## config.mk

```make
export PLATFORM = sky130hd
export DESIGN_NAME = op_decode_stage
export DESIGN_NICKNAME = d
export VERILOG_FILES = /design/src/rtl/op_decode_stage.sv
export SDC_FILE = /design/constraint.sdc
export NUM_CORES = 1
export LEC_CHECK = 0
export BUFFER_PORTS_ARGS = -buffer_cell sky130_fd_sc_hd__buf_2
export CAP_MARGIN = 0
export CELL_PAD_IN_SITES_DETAIL_PLACEMENT = 0
export CELL_PAD_IN_SITES_GLOBAL_PLACEMENT = 1
export CORE_MARGIN = 10
export CORE_UTILIZATION = 42
export CTS_BUF_LIST = sky130_fd_sc_hd__clkbuf_16
export DETAILED_ROUTE_END_ITERATION = 8
export PLACE_DENSITY = 0.85
export SYNTH_ARGS = -nofsm -noshare
export SYNTH_HDL_FRONTEND = slang
export SYNTH_SLANG_ARGS = --single-unit
```

## constraint.sdc

```tcl
create_clock -name iClk -period 1.98 [get_ports iClk]
set_input_delay 0.198 -clock iClk [delete_from_list [all_inputs] [get_ports iClk]]
set_output_delay 0.198 -clock iClk [all_outputs]
set_load 0.01 [all_outputs]
```

## src/rtl/op_decode_stage.sv

```systemverilog
// op_decode_stage: registered opcode decoder between fetch and register-read.
// Accepts {instruction, PC} beats over valid/ready, decodes the opcode into an
// 11-bit one-hot class vector, flags illegal encodings, absorbs downstream
// stalls in a two-entry (output + skid) buffer, supports flush and keeps a
// saturating count of illegal beats delivered downstream.
module op_decode_stage #(
    parameter int unsigned ILEN          = 32,
    parameter int unsigned PC_W          = 32,
    parameter int unsigned ENABLE_SYSTEM = 1,
    parameter int unsigned CNT_W         = 16
) (
    input  logic             iClk,
    input  logic             iRstN,
    input  logic             iValid,
    output logic             oReady,
    input  logic [ILEN-1:0]  iInstr,
    input  logic [PC_W-1:0]  iPC,
    input  logic             iFlush,
    output logic             oValid,
    input  logic             iReady,
    output logic [ILEN-1:0]  oInstr,
    output logic [PC_W-1:0]  oPC,
    output logic [10:0]      oType,
    output logic             oIllegal,
    output logic [CNT_W-1:0] oIllegalCount
);

    localparam int unsigned TYPE_W = 11;
    localparam int unsigned OPC_W  = 7;

    // Opcode values of the decoded classes
    localparam logic [OPC_W-1:0] OPC_STORE  = 7'd35;
    localparam logic [OPC_W-1:0] OPC_LOAD   = 7'd3;
    localparam logic [OPC_W-1:0] OPC_OPIMM  = 7'd19;
    localparam logic [OPC_W-1:0] OPC_LUI    = 7'd55;
    localparam logic [OPC_W-1:0] OPC_AUIPC  = 7'd23;
    localparam logic [OPC_W-1:0] OPC_OP     = 7'd51;
    localparam logic [OPC_W-1:0] OPC_JALR   = 7'd103;
    localparam logic [OPC_W-1:0] OPC_JAL    = 7'd111;
    localparam logic [OPC_W-1:0] OPC_BRANCH = 7'd99;
    localparam logic [OPC_W-1:0] OPC_FENCE  = 7'd15;
    localparam logic [OPC_W-1:0] OPC_SYSTEM = 7'd115;

    typedef enum logic [1:0] {
        ST_EMPTY = 2'd0,
        ST_ONE   = 2'd1,
        ST_TWO   = 2'd2
    } state_t;

    state_t state_q;
    state_t state_d;

    logic              ready_q;
    logic              valid_q;

    logic [OPC_W-1:0]  opcode;
    logic [TYPE_W-1:0] dec_type;
    logic              dec_illegal;

    logic [ILEN-1:0]   out_instr_q;
    logic [PC_W-1:0]   out_pc_q;
    logic [TYPE_W-1:0] out_type_q;
    logic              out_illegal_q;

    logic [ILEN-1:0]   skid_instr_q;
    logic [PC_W-1:0]   skid_pc_q;
    logic [TYPE_W-1:0] skid_type_q;
    logic              skid_illegal_q;

    logic [CNT_W-1:0]  cnt_q;

    logic              accept;
    logic              deliver;
    logic              out_load_in;
    logic              out_load_skid;
    logic              skid_load;
    logic              cnt_inc;

    assign opcode  = iInstr[OPC_W-1:0];
    assign accept  = iValid & ready_q;
    assign deliver = valid_q & iReady;

    // Opcode decode of the incoming beat into one-hot class plus illegal flag
    always_comb begin
        dec_type    = '0;
        dec_illegal = 1'b0;
        case (opcode)
            OPC_STORE:  dec_type[0] = 1'b1;
            OPC_LOAD:   dec_type[1] = 1'b1;
            OPC_OPIMM:  dec_type[2] = 1'b1;
            OPC_LUI:    dec_type[3] = 1'b1;
            OPC_AUIPC:  dec_type[4] = 1'b1;
            OPC_OP:     dec_type[5] = 1'b1;
            OPC_JALR:   dec_type[6] = 1'b1;
            OPC_JAL:    dec_type[7] = 1'b1;
            OPC_BRANCH: dec_type[8] = 1'b1;
            OPC_FENCE: begin
                if (ENABLE_SYSTEM != 0) dec_type[9] = 1'b1;
                else                    dec_illegal = 1'b1;
            end
            OPC_SYSTEM: begin
                if (ENABLE_SYSTEM != 0) dec_type[10] = 1'b1;
                else                    dec_illegal  = 1'b1;
            end
            default:    dec_illegal = 1'b1;
        endcase
        // Compressed-looking encodings are never legal here
        if (iInstr[1:0] != 2'b11) begin
            dec_type    = '0;
            dec_illegal = 1'b1;
        end
    end

    // State register plus registered handshake flags derived from next state
    always_ff @(posedge iClk or negedge iRstN) begin
        if (!iRstN) begin
            state_q <= ST_EMPTY;
            ready_q <= 1'b0;
            valid_q <= 1'b0;
        end else begin
            state_q <= state_d;
            ready_q <= (state_d != ST_TWO);
            valid_q <= (state_d != ST_EMPTY);
        end
    end

    // Next-state logic; flush overrides any handshake in the same cycle
    always_comb begin
        state_d = state_q;
        if (iFlush) begin
            state_d = ST_EMPTY;
        end else begin
            case (state_q)
                ST_EMPTY: if (accept) state_d = ST_ONE;
                ST_ONE: begin
                    if (accept && !deliver)      state_d = ST_TWO;
                    else if (!accept && deliver) state_d = ST_EMPTY;
                end
                ST_TWO:   if (deliver) state_d = ST_ONE;
                default:  state_d = ST_EMPTY;
            endcase
        end
    end

    // Datapath load controls for the output and skid entries
    always_comb begin
        out_load_in   = 1'b0;
        out_load_skid = 1'b0;
        skid_load     = 1'b0;
        if (!iFlush) begin
            case (state_q)
                ST_EMPTY: out_load_in = accept;
                ST_ONE: begin
                    out_load_in = accept & deliver;
                    skid_load   = accept & ~deliver;
                end
                ST_TWO:   out_load_skid = deliver;
                default:  ;
            endcase
        end
    end

    // Output entry: loads from the decoder, or from the skid entry when draining
    always_ff @(posedge iClk or negedge iRstN) begin
        if (!iRstN) begin
            out_instr_q   <= '0;
            out_pc_q      <= '0;
            out_type_q    <= '0;
            out_illegal_q <= 1'b0;
        end else if (out_load_in) begin
            out_instr_q   <= iInstr;
            out_pc_q      <= iPC;
            out_type_q    <= dec_type;
            out_illegal_q <= dec_illegal;
        end else if (out_load_skid) begin
            out_instr_q   <= skid_instr_q;
            out_pc_q      <= skid_pc_q;
            out_type_q    <= skid_type_q;
            out_illegal_q <= skid_illegal_q;
        end
    end

    // Skid entry: captures the beat accepted while the output is stalled
    always_ff @(posedge iClk or negedge iRstN) begin
        if (!iRstN) begin
            skid_instr_q   <= '0;
            skid_pc_q      <= '0;
            skid_type_q    <= '0;
            skid_illegal_q <= 1'b0;
        end else if (skid_load) begin
            skid_instr_q   <= iInstr;
            skid_pc_q      <= iPC;
            skid_type_q    <= dec_type;
            skid_illegal_q <= dec_illegal;
        end
    end

    // Saturating count of illegal beats actually handed downstream
    assign cnt_inc = deliver & out_illegal_q & ~iFlush & (cnt_q != {CNT_W{1'b1}});

    always_ff @(posedge iClk or negedge iRstN) begin
        if (!iRstN) begin
            cnt_q <= '0;
        end else if (cnt_inc) begin
            cnt_q <= cnt_q + CNT_W'(1);
        end
    end

    assign oReady        = ready_q;
    assign oValid        = valid_q;
    assign oInstr        = out_instr_q;
    assign oPC           = out_pc_q;
    assign oType         = out_type_q;
    assign oIllegal      = out_illegal_q;
    assign oIllegalCount = cnt_q;

endmodule

```

[Word level (Yosys, flattened, before mapping)]
Index checks and enable logic that the tools add are counted.
Word-level totals
  register bits after elaboration: 172
  input port bits: 69
  logic and storage cells: 80
Cells by class
  add/sub/neg operators: 1
  eq/ne operators: 16
  multiplexer cells: 34
  bitwise operators: 9
  reduce and logical (&&, ||, !) cells: 8
Operators with widths (number)
  $mux W32: 4
  $mux W11: 3
  $eq A7 B7 Y1 const B: 4
  $eq A7 B6 Y1 const B: 3
  $mux W1: 20
  $add A16 B1 Y16 const B: 1
  $ne A16 B16 Y1 const B: 1
  $eq A7 B5 Y1 const B: 2
  $reduce_or A11 Y1: 1
  $mux W2: 5
  $and A1 B1 Y1: 7
  $eq A7 B2 Y1 const B: 1
  $eq A7 B4 Y1 const B: 1
  $pmux W2 S3: 1
  $ne A2 B2 Y1 const B: 2
  $reduce_bool A2 Y1: 2
  $eq A2 B1 Y1 const B: 1
  $eq A2 B2 Y1 const B: 1
  $logic_and A1 B1 Y1: 2
  $logic_not A1 Y1: 2
  $logic_not A2 Y1: 1
  $not A1 Y1: 2
  $pmux W1 S2: 1

[Logic depth before layout (Yosys ltp)]
Gate-level depths: netlist (run 1).
  depth in word-level cells: 8
  gate-level depth with buffers: 7
  gate-level depth less buffers: 6

[Worst setup path after synthesis (run 1)]
Ideal clock, no wire load.
  path kind: reg2reg
  start: register cnt_q[6], in the netlist oIllegalCount[6]
  end: register cnt_q[1], in the netlist oIllegalCount[1]
  setup time: 0.125 ns
  arrival time: 1.584 ns
  data required time: 1.855 ns
  setup slack: 0.271 ns
  cell stages (with the launch flop): 5
  buffers on the path: 0
  period minus slack after synthesis: 1.709 ns
  path through: dfrtp_1 nand3_2 or3_4 o31ai_4 mux2_4
Between the ends
  word-level cells in the longest chain between the ends: 2
Ends and longest elaborated chain
  start, declared: RTL line 70  | logic [CNT_W-1:0] cnt_q;
  start signal, assigned: RTL line 205  | cnt_q <= cnt_q + CNT_W'(1);
  $ne A16 B16 Y1: RTL line 199  | assign cnt_inc = deliver & out_illegal_q & ~iFlush & (cnt_q != {CNT_W{1'b1}});
  $and A1 B1 Y1: RTL line 199
No other way between the ends.
A chain may end at the register's enable or synchronous reset.

[Final worst setup path (run 1)]
  start: register state_q[1]
  end: register skid_instr_q[30]
Between the ends
  word-level cells in the longest chain between the ends: 3
Ends and longest elaborated chain
  start, declared: RTL line 50  | state_t state_q;
  start signal, assigned: RTL line 121  | state_q <= state_d;
  $eq A2 B1 Y1: RTL line 151  | case (state_q)
  $mux W1: RTL line 151
  $mux W1: RTL line 150  | if (!iFlush) begin
  end signal, assigned: RTL line 191  | skid_instr_q <= iInstr;
  end, declared: RTL line 65  | logic [ILEN-1:0] skid_instr_q;
No other way between the ends.

==> reports/metrics.csv, run 1 <==
stage,metric,value,unit
synthesis,synth_compound_area_share,11.59,%
worst_setup_path,worstReg2RegStart,state_q[1]$_DFF_PN0_,
placed_design,hpwlAfterDp,12820,µm
grt,antenna_found_initial,2,
placed_design,dpl.cell_count,976,
sta,report.final.slew_viol_count,0,
layout,syn2layout_area_growth,26.34,%
layout,drive_above_1_share,34.88,%
sta,min_period,1.812,ns
synthesis,postSynthCellCount,606,
placed_design,place_area,8274,µm²
sta,setup_tns,0,ns
layout,n_fill_cell,1451,
synthesis,yosysTopAreaCell,dfrtp_1,
sta,hold_viol,0,
sta,hold_slack,0.01949,ns
layout,regArea,4304,µm²
drt,vias,5291,
synthesis,async_reset_ff_share,100.0,%
sta,post-route-period-util,91.50,%
layout,stdcell_area,8907,µm²
clock_network,htree_levels,4,
drt,drt_first_pass_iters,4,
synthesis,ys_top_cells_by_area,"dfrtp_1, mux2_2, nand2_1",
clock_network,clock_latency,0.42,ns
synthesis,ys_seq_area_share,61.05,%
drt,ant_nets,0,
drt,wl_per_cell,17.24,µm
worst_setup_path,r2r_slack,0.17,ns
worst_hold_path,hold_path_class,in -> reg,
sta,fin_skew,0.006316,ns
synthesis,synth.area.mux_share,10.28,%
power_and_ir_drop,power_density,1142,nW/µm²
worst_setup_path,critical_path.startpoint,state_q[1]$_DFF_PN0_,
power_and_ir_drop,p_leak,0.004474,µW
worst_setup_path,arrival,2.11,ns
clock_network,cts.reportedPaths.clkPinSlew,0.06,ns
drt,drtIter0Drc,276,
clock_network,cts_buffer_depth,2,
worst_setup_path,crit_type,reg -> reg,
synthesis,syn-num-nets,676,
grt,grt.total_usage,15.92,%
floorplanning,die_h,149.6,µm
floorplanning,rows,47,
worst_setup_path,r2r_cells,4,
worst_setup_path,end_kind,register,
drt,vias_per_cell,5.177,
worst_setup_path,cp-start-kind,register,
grt,grt.overflow.total,0,
grt,first_global_vias,5657,
sta,rsz0062_at_grt,false,
worst_setup_path,endpoint,skid_instr_q[30]$_DFFE_PN0P_,
status,status,"finished, final reports clean",
placed_design,gp_congestion,0.8015,
floorplanning,dieWidth,149.6,µm
sta,fmax,0.5520,GHz
synthesis,yosys.area_share.simple,12.99,%
clock_network,ctsResizeCount,0,
floorplanning,die_area,22370,µm²
synthesis,yosysMostFrequentCell,dfrtp_1,
floorplanning,fp.coreArea,16520,µm²
drt,remaining_drc_errors,0,
synthesis,syn_avg_cell_area,11.63,µm²
synthesis,synth-main-ff-cell,dfrtp_1,
synthesis,yosysUniqueCellTypes,44,
sta,setup_viol,0,
synthesis,yosysTopAreaCellShare,61.05,%
clock_network,cts_root_buffer,clkbuf_16,
clock_network,cts_num_sinks,172,
synthesis,synth_top_family_by_area,simple AND/OR/NAND/NOR gates,
job,cap_viol_max_count,0,
synthesis,synth_xor_area_share,1.491,%
sta,worstMarginPinSlew,0.4919,ns
placed_design,port_buffers,162,
floorplanning,start_util,42.67,%
layout,final_cells,1022,
synthesis,synthAdderAreaFrac,0.1775,%
worst_setup_path,crit_required,2.28,ns
synthesis,synth_warnings,0,
clock_network,numCtsBuffers,17,
drt,wirelength,17620,µm
grt,grt_max_degree,67,
worst_setup_path,path_max_fanout,19,
power_and_ir_drop,peakVddDrop,0.6402,mV
worst_setup_path,r2r-end,skid_instr_q[30]$_DFFE_PN0P_,
layout,layout.nets,859,
clock_network,cts_tree,built,
synthesis,synth_edf_count,0,
synthesis,ys_top_cells_by_count,"dfrtp_1, nand2_1, a22oi_1, mux2_2, buf_2",
sta,max_slew_margin,67.21,%
worst_hold_path,min_path_cells,3,
layout,multi_input_area,2608,µm²
synthesis,ys_seq_elements,172,
synthesis,syn_area,7051,µm²
floorplanning,ios,163,
grt,grt_pass1_wl,28640,µm
==> worst max-delay path, cell delays in order (launching register included) <==
cell and delay [ns]:
dfrtp_1 0.40, and4bb_1 0.38, nand3_4 0.32, buf_12 0.28
mux2_1 0.31
==> layout make-up <==
| cell class | count | share of cell area [%] |
|---|---|---|
| Antenna cell | 2 | 0.05619 |
| Sequential cell | 172 | 48.32 |
| Clock buffer | 17 | 4.776 |
| Tap cell | 220 | 3.090 |
| Timing Repair Buffer | 196 | 13.70 |
| Inverter | 2 | 0.08428 |
| Multi-Input combinational cell | 400 | 29.27 |
| Clock inverter | 13 | 0.7023 |
==> report_power, final <==
group / switching, µW / total, µW / internal, µW
combinational: 1090 / 2190 / 1100
clock: 1260 / 2810 / 1550
sequential: 590 / 5170 / 4580
total: 2940 / 10200 / 7230
==> worst min path at each step <==
stage | slack (ns) | to | from
final | 0.02 | oPC[27]$_DFFE_PN0P_ | iPC[27]
after global routing | 0.01 | oInstr[31]$_DFFE_PN0P_ | iInstr[31]
after CTS | 0.0002 | oInstr[13]$_DFFE_PN0P_ | iInstr[13]
after detailed placement | 0.18 | oPC[22]$_DFFE_PN0P_ | iRstN
after global placement | 0.17 | oPC[22]$_DFFE_PN0P_ | iRstN
after floorplan | -0.1 | oIllegal$_DFFE_PN0P_ | iRstN
==> flip-flops by register name (all words and copies together) (netlist names) <==
| register | cells |
|---|---|
| skid_illegal_q | 1 |
| oIllegalCount | 16 |
| oPC | 32 |
| oType | 11 |
| oValid | 1 |
| oInstr | 32 |
| oIllegal | 1 |
| oReady | 1 |
| skid_pc_q | 32 |
| state_q | 2 |
| skid_instr_q | 32 |
| skid_type_q | 11 |
==> metal layers <==
layer / track usage (%) / part of all wire (%) / vias to the layer above
met5: 0 / 0 / -
met1: 18.47 / 41 / 2643
met2: 27.02 / 51 / 123
met4: 5.692 / 2.1 / 0
met3: 5.163 / 5.8 / 23
li1: - / - / 2502
==> cells by family after synthesis <==
kind of cell	count (synthesis)
AND/OR/NAND/NOR	210
adder cells (fa/ha/maj)	1
XOR/XNOR	12
buffers and inverters	34
AO/OA/AOI/OAI	113
flip-flops	172
multiplexers	64
==> stage by stage <==
stage | worst slack, ns | total power, µW | utilization, %
5_1_grt | 0.07310 | 10810 | 53.89
4_1_cts | 0.1501 | 10310 | 53.87
3_5_place_dp | 0.1622 | 7435 | 50.07
3_3_place_gp | 0.2030 | 7269 | 50.07
6_report | 0.1684 | 10170 | 53.90
2_1_floorplan | 0.2711 | 6384 | -
==> what timing repair did <==
item,CTS,global route
endpoints found under the setup margin,0,0
setup buffers,0,0
endpoints found under the hold margin,59,0
hold buffers,14,0
==> cell usage in the layout, fill, tap and decap left out, drive strengths merged, types with 2 or more instances in the layout <==
cell,Yosys,layout
nand2,154,154
dfrtp,172,172
a21oi,9,9
a221o,6,6
nand3,11,11
nor2,11,11
dlygate4sd3,0,14
or2,2,2
xor2,4,4
a22oi,70,70
o21bai,2,2
nor3,10,10
or3,3,3
inv,2,7
buf,25,182
and3,6,6
o21ai,15,15
clkbuf,7,17
mux2,64,64
nor2b,2,2
nand4,2,2
clkinv,0,8
nand2b,2,2
diode,0,2
xnor2,8,8
o31ai,7,7
and2,2,2
(Power assumes the default switching activity.)
==> run 2, diff against run 1 <==
--- a/config.mk
+++ b/config.mk
@@ -9,7 +9,6 @@
 export CAP_MARGIN = 0
 export CELL_PAD_IN_SITES_DETAIL_PLACEMENT = 0
 export CELL_PAD_IN_SITES_GLOBAL_PLACEMENT = 1
-export CORE_MARGIN = 10
 export CORE_UTILIZATION = 42
 export CTS_BUF_LIST = sky130_fd_sc_hd__clkbuf_16
 export DETAILED_ROUTE_END_ITERATION = 8
==> run 2 against run 1 <==
  * Clock power rose by 17%
  * First-iteration DRC count fell by 12%
  * Final cell count rose by 2.3%
  * Sequential share of layout area fell by 1.7 points
  * Utilization rose by 2.1 points
  * Worst hold slack got worse by 0.0087 ns
  * Die area fell by 23%
  * Total power rose by 4.9%
  * Non-clock buffer count rose by 22
  * Critical endpoint is now oPC[5]$_DFFE_PN0P_
==> reports/metrics.csv, run 2 (synthesis gave the netlist of run 1 again) <==
stage,metric,value,unit
drt,drt_first_pass_iters,4,
clock_network,cts.reportedPaths.clkPinSlew,0.08,ns
worst_hold_path,hold_start,iPC[29],
layout,antenna_cells,0,
sta,rsz0062_at_grt,true,
layout,regArea,4304,µm²
floorplanning,rows,47,
placed_design,hpwlAfterDp,11240,µm
grt,first_global_vias,5742,
status,status,"finished, final reports clean",
layout,drive_above_1_share,35.39,%
worst_setup_path,worst_path_dominant_cell_family,simple AND/OR/NAND/NOR gates,
drt,wirelength,17210,µm
worst_hold_path,min_path_cells,3,
grt,antenna_found_initial,0,
power_and_ir_drop,peakVddDrop,0.6151,mV
clock_network,htree_levels,4,
sta,hold_viol,0,
worst_setup_path,path_max_fanout,23,
placed_design,place_ws,-0.2269,ns
floorplanning,die_area,17310,µm²
power_and_ir_drop,internal_power,7492,µW
floorplanning,start_util,42.82,%
sta,max_slew_margin,49.34,%
worst_setup_path,end_kind,register,
floorplanning,die_h,131.6,µm
floorplanning,ios,163,
worst_setup_path,max_stage_delay,0.60,ns
grt,grt.overflow.total,0,
layout,mostFrequentLayoutCells,"dfrtp_1, buf_2, nand2_1",
clock_network,numCtsBuffers,17,
worst_setup_path,slowest_stage,nor2_4,
worst_setup_path,r2r-end,oPC[5]$_DFFE_PN0P_,
sta,fin_ws,0.07528,ns
power_and_ir_drop,pwr-share-clk,30.8,%
clock_network,cts_root_buffer,clkbuf_16,
layout,n_fill_cell,1430,
worst_setup_path,crit_required,2.34,ns
clock_network,cts_tree,built,
clock_network,cts_num_sinks,172,
power_and_ir_drop,p_seq_share,48.3,%
grt,grt_pass1_wl,28650,µm
sta,post-route-period-util,96.20,%
layout,layout.nets,882,
placed_design,port_buffers,162,
power_and_ir_drop,power_density,1157,nW/µm²
worst_hold_path,min_to,oPC[29]$_DFFE_PN0P_,
worst_setup_path,crit_type,reg -> reg,
layout,fin_util,56.01,%
sta,fmax,0.5250,GHz
drt,drtIter0Drc,243,
placed_design,gp_congestion,0.7600,
drt,wl_per_cell,16.47,µm
worst_setup_path,crit_chain,and4bb_1 > a21boi_4 > nor2_4 > buf_4 > nand2_1 > nand2_1,
drt,ant_nets,0,
power_and_ir_drop,p_sw_share,29.81,%
drt,vias_per_cell,5.244,
sta,min_period,1.905,ns
worst_setup_path,cp-start-kind,register,
job,cap_viol_max_count,0,
sta,report.final.slew_viol_count,0,
grt,grt_max_degree,77,
sta,worstMarginPinSlew,0.7581,ns
layout,multi_input_area,2619,µm²
drt,vias,5480,
worst_setup_path,r2r_cells,6,
drt,remaining_drc_errors,0,
power_and_ir_drop,p_comb_share,20.9,%
power_and_ir_drop,switchingPower,3181,µW
worst_setup_path,cp_common_cell,nand2_1,
layout,syn2layout_area_growth,30.81,%
power_and_ir_drop,p_leak,0.004592,µW
sta,fin_skew,0.01179,ns
worst_setup_path,crit_buf_inv,1,
worst_setup_path,worstReg2RegStart,oReady$_DFF_PN0_,
floorplanning,dieWidth,131.6,µm
clock_network,clock_latency,0.43,ns
sta,setup_viol,0,
layout,layout_commonest_cell,dfrtp_1,
grt,grt.total_usage,20.98,%
clock_network,cts_buffer_depth,2,
worst_setup_path,r2r_slack,0.08,ns
worst_setup_path,arrival,2.27,ns
floorplanning,fp.coreArea,16470,µm²
worst_hold_path,hold_path_class,in -> reg,
run 2: changes by cell type in the layout (fill, tap and decap cells not counted), moves of 3 or more:
cell / change
inv_1: -3
clkinvlp_4: +3
clkinv_4: +5
dlygate4sd3_1: +20
clkinv_1: -5
clkinv_2: -3
run 2: area by class of cell:
class | count | share of cell area, %
tap | 220 | 2.985
multi-input combinational | 401 | 28.40
timing repair buffer | 218 | 15.51
clock buffer | 17 | 4.613
clock inverter | 15 | 1.750
inverter | 2 | 0.08140
sequential | 172 | 46.67
run 2: per-stage QoR:
| step | setup TNS (ns) | cell area (µm²) | power (µW) | hold WS, ns | instances |
|---|---|---|---|---|---|
| 2_1_floorplan | 0 | 7051 | 6384 | -0.09759 | 606 |
| 3_3_place_gp | -3.456 | 8264 | 7223 | 0.1575 | 978 |
| 3_5_place_dp | -6.868 | 8264 | 7396 | 0.1683 | 978 |
| 4_1_cts | 0 | 9209 | 10760 | 0.0005531 | 1045 |
| 5_1_grt | -0.07359 | 9223 | 11270 | 0.009159 | 1045 |
| 6_report | 0 | 9223 | 10670 | 0.01081 | 1045 |
run 2: worst max path at each step:
stage | cells after the start | to | slack [ns] | startpoint
after floorplan | 4 | oIllegalCount[1]$_DFFE_PN0P_ | 0.27 | oIllegalCount[6]$_DFFE_PN0P_
after global placement | 6 | oPC[18]$_DFFE_PN0P_ | -0.14 | oReady$_DFF_PN0_
after detailed placement | 6 | oPC[5]$_DFFE_PN0P_ | -0.23 | oReady$_DFF_PN0_
after CTS | 5 | oType[5]$_DFFE_PN0P_ | 0.03 | state_q[1]$_DFF_PN0_
after global routing | 6 | oPC[5]$_DFFE_PN0P_ | -0.02 | oReady$_DFF_PN0_
final | 6 | oPC[5]$_DFFE_PN0P_ | 0.08 | oReady$_DFF_PN0_
run 2: power groups by stage:
stage	clock, µW	combinational (µW)	sequential [µW]
floorplan	0	1100	5280
global placement	0	2090	5130
detailed placement	0	2190	5210
CTS	3350	2260	5150
global route	3520	2470	5280
finish	3290	2230	5160
run 2: worst reg2reg max path: stages (launching register included):
cell and delay [ns]:
dfrtp_1 0.40, and4bb_1 0.22, a21boi_4 0.18, nor2_4 0.60, buf_4 0.30, nand2_1 0.07, nand2_1 0.08
run 2: repair_timing:
| item | in CTS | in global routing |
|---|---|---|
| resized for setup | 3 | 4 |
| setup buffers | 0 | 0 |
| gates cloned | 1 | 0 |
| hold buffers | 34 | 0 |
| endpoints found under the hold margin | 80 | 0 |
| endpoints found under the setup margin | 54 | 42 |
| pin swaps | 1 | 1 |
run 2: routing by layer:
| layer | vias up | GRT usage [%] | wire (µm) |
|---|---|---|---|
| met5 | - | 0 | 0 |
| met4 | 0 | 8.850 | 358 |
| met3 | 29 | 4.360 | 675 |
| met2 | 123 | 35.01 | 8533 |
| met1 | 2776 | 26.46 | 7643 |
| li1 | 2552 | - | - |
==> run 3, diff against run 2 <==
--- a/config.mk
+++ b/config.mk
@@ -12,7 +12,7 @@
 export CORE_UTILIZATION = 42
 export CTS_BUF_LIST = sky130_fd_sc_hd__clkbuf_16
 export DETAILED_ROUTE_END_ITERATION = 8
-export PLACE_DENSITY = 0.85
+export PLACE_DENSITY = 0.77
 export SYNTH_ARGS = -nofsm -noshare
 export SYNTH_HDL_FRONTEND = slang
 export SYNTH_SLANG_ARGS = --single-unit
==> run 3 against run 2 <==
  * Non-clock buffer count decreased by 9
  * Via count fell by 1.7%
  * Count of clock-buffer cells in the layout is the same
  * Global-route usage shrank 0.59 points
  * Sequential cell count unchanged
  * Clock skew shrank 0.0075 ns
  * Worst hold slack gained 0.0081 ns
  * Critical path type unchanged
  * Largest cell class unchanged
  * Largest power group unchanged
  * Highest routed layer is now met5
==> reports/metrics.csv, run 3 (synthesis gave the netlist of run 1 again) <==
stage,metric,value,unit
floorplanning,rows,47,
layout,fin_util,56.01,%
clock_network,cts_buffer_depth,2,
sta,worstMarginPinSlew,0.4942,ns
floorplanning,ios,163,
layout,regArea,4304,µm²
placed_design,port_buffers,162,
power_and_ir_drop,peakVddDrop,0.5914,mV
drt,drtIter0Drc,267,
clock_network,ctsResizeCount,0,
power_and_ir_drop,p_leak,0.004587,µW
clock_network,cts_root_buffer,clkbuf_16,
floorplanning,die_h,131.6,µm
grt,grt.total_usage,20.39,%
worst_setup_path,end_kind,register,
sta,post-route-period-util,92.50,%
sta,min_period,1.831,ns
worst_setup_path,crit_type,reg -> reg,
drt,vias_per_cell,5.203,
floorplanning,die_area,17310,µm²
power_and_ir_drop,total_power,11030,µW
layout,multi_input_area,2608,µm²
clock_network,clock_latency,0.41,ns
worst_setup_path,path_max_fanout,34,
sta,fmax,0.5460,GHz
layout,layout.nets,872,
grt,grt_pass1_wl,27720,µm
job,cap_viol_max_count,0,
grt,antenna_found_initial,1,
drt,wl_per_cell,16.21,µm
layout,n_fill_cell,1437,
worst_setup_path,cp-start-kind,register,
layout,stdcell_area,9223,µm²
layout,mostFrequentLayoutCells,"dfrtp_1, buf_2, nand2_1",
power_and_ir_drop,power_density,1196,nW/µm²
drt,ant_nets,0,
floorplanning,fp.coreArea,16470,µm²
clock_network,cts_tree,built,
placed_design,gp_congestion,0.7480,
layout,drive_above_1_share,34.36,%
drt,wirelength,16780,µm
grt,grt.overflow.total,0,
grt,grt_max_degree,59,
clock_network,htree_levels,4,
floorplanning,dieWidth,131.6,µm
layout,antenna_cells,0,
sta,setup_tns,0,ns
worst_hold_path,hold_path_class,in -> reg,
clock_network,cts.reportedPaths.clkPinSlew,0.06,ns
sta,report.final.slew_viol_count,0,
drt,vias,5385,
clock_network,numCtsBuffers,17,
placed_design,place_area,8249,µm²
status,status,"finished, final reports clean",
sta,rsz0062_at_grt,false,
worst_setup_path,arrival,2.18,ns
sta,hold_viol,0,
sta,fin_skew,0.004248,ns
grt,first_global_vias,5504,
layout,layout_commonest_cell,dfrtp_1,
drt,remaining_drc_errors,0,
layout,syn2layout_area_growth,30.81,%
worst_setup_path,crit_required,2.33,ns
sta,setup_viol,0,
clock_network,cts_num_sinks,172,
drt,drt_first_pass_iters,4,
floorplanning,start_util,42.82,%
placed_design,hpwlAfterDp,11250,µm
sta,hold_slack,0.01889,ns
sta,max_slew_margin,67.05,%
[run 3: layout make-up]
class                           instances  area share, %
Clock buffer                           17          4.613
Clock inverter                         15          2.469
Inverter                                2        0.08140
Multi-Input combinational cell        400          28.27
Sequential cell                       172          46.67
Tap cell                              220          2.985
Timing Repair Buffer                  209          14.91
[run 3: power by group]
group          switching [µW]  internal, µW  total (µW)
Sequential                595          4580        5170
Combinational            1070          1120        2190
Clock                    1320          2340        3660
Total                    2990          8040       11000
[run 3: metrics by stage]
stage	setup WS [ns]	instances
after floorplan	0.2711	606
after detailed placement	0.1531	971
after global routing	0.03946	1035
after CTS	0.1347	1035
final	0.1485	1035
after global placement	0.2321	971
[run 3: worst paths after layout]
| path | startpoint | endpoint | slack, ns | depth (start not counted) |
|---|---|---|---|---|
| hold / removal | iPC[31] | oPC[31]$_DFFE_PN0P_ | 0.02 | 3 |
| setup reg to reg | state_q[1]$_DFF_PN0_ | oPC[21]$_DFFE_PN0P_ | 0.15 | 5 |
| setup / recovery | state_q[1]$_DFF_PN0_ | oPC[21]$_DFFE_PN0P_ | 0.15 | 5 |
| hold reg to reg | oPC[13]$_DFFE_PN0P_ | oPC[13]$_DFFE_PN0P_ | 0.47 | 2 |
| max in group asynchronous | iRstN | oIllegalCount[11]$_DFFE_PN0P_ | 0.95 | 3 |
| min in group asynchronous | iRstN | skid_pc_q[4]$_DFFE_PN0P_ | 0.31 | 2 |
[run 3: timing repair]
action	in CTS	in global routing
hold buffers	32	0
endpoints found under the hold margin	79	0
setup buffers	0	0
[run 3: critical path, cell delays in order, from the launching register on]
cell and delay, ns:
dfrtp_1 0.40, and4bb_1 0.40, a21boi_4 0.30, buf_4 0.41, a22oi_1 0.13, nand2_1 0.10
[run 3: metal layers]
metal | part of all wire, % | GRT usage (%)
met5 | 0.072 | 0
met4 | 1.7 | 7.623
met3 | 4.5 | 4.977
met2 | 49 | 33.89
met1 | 44 | 25.73
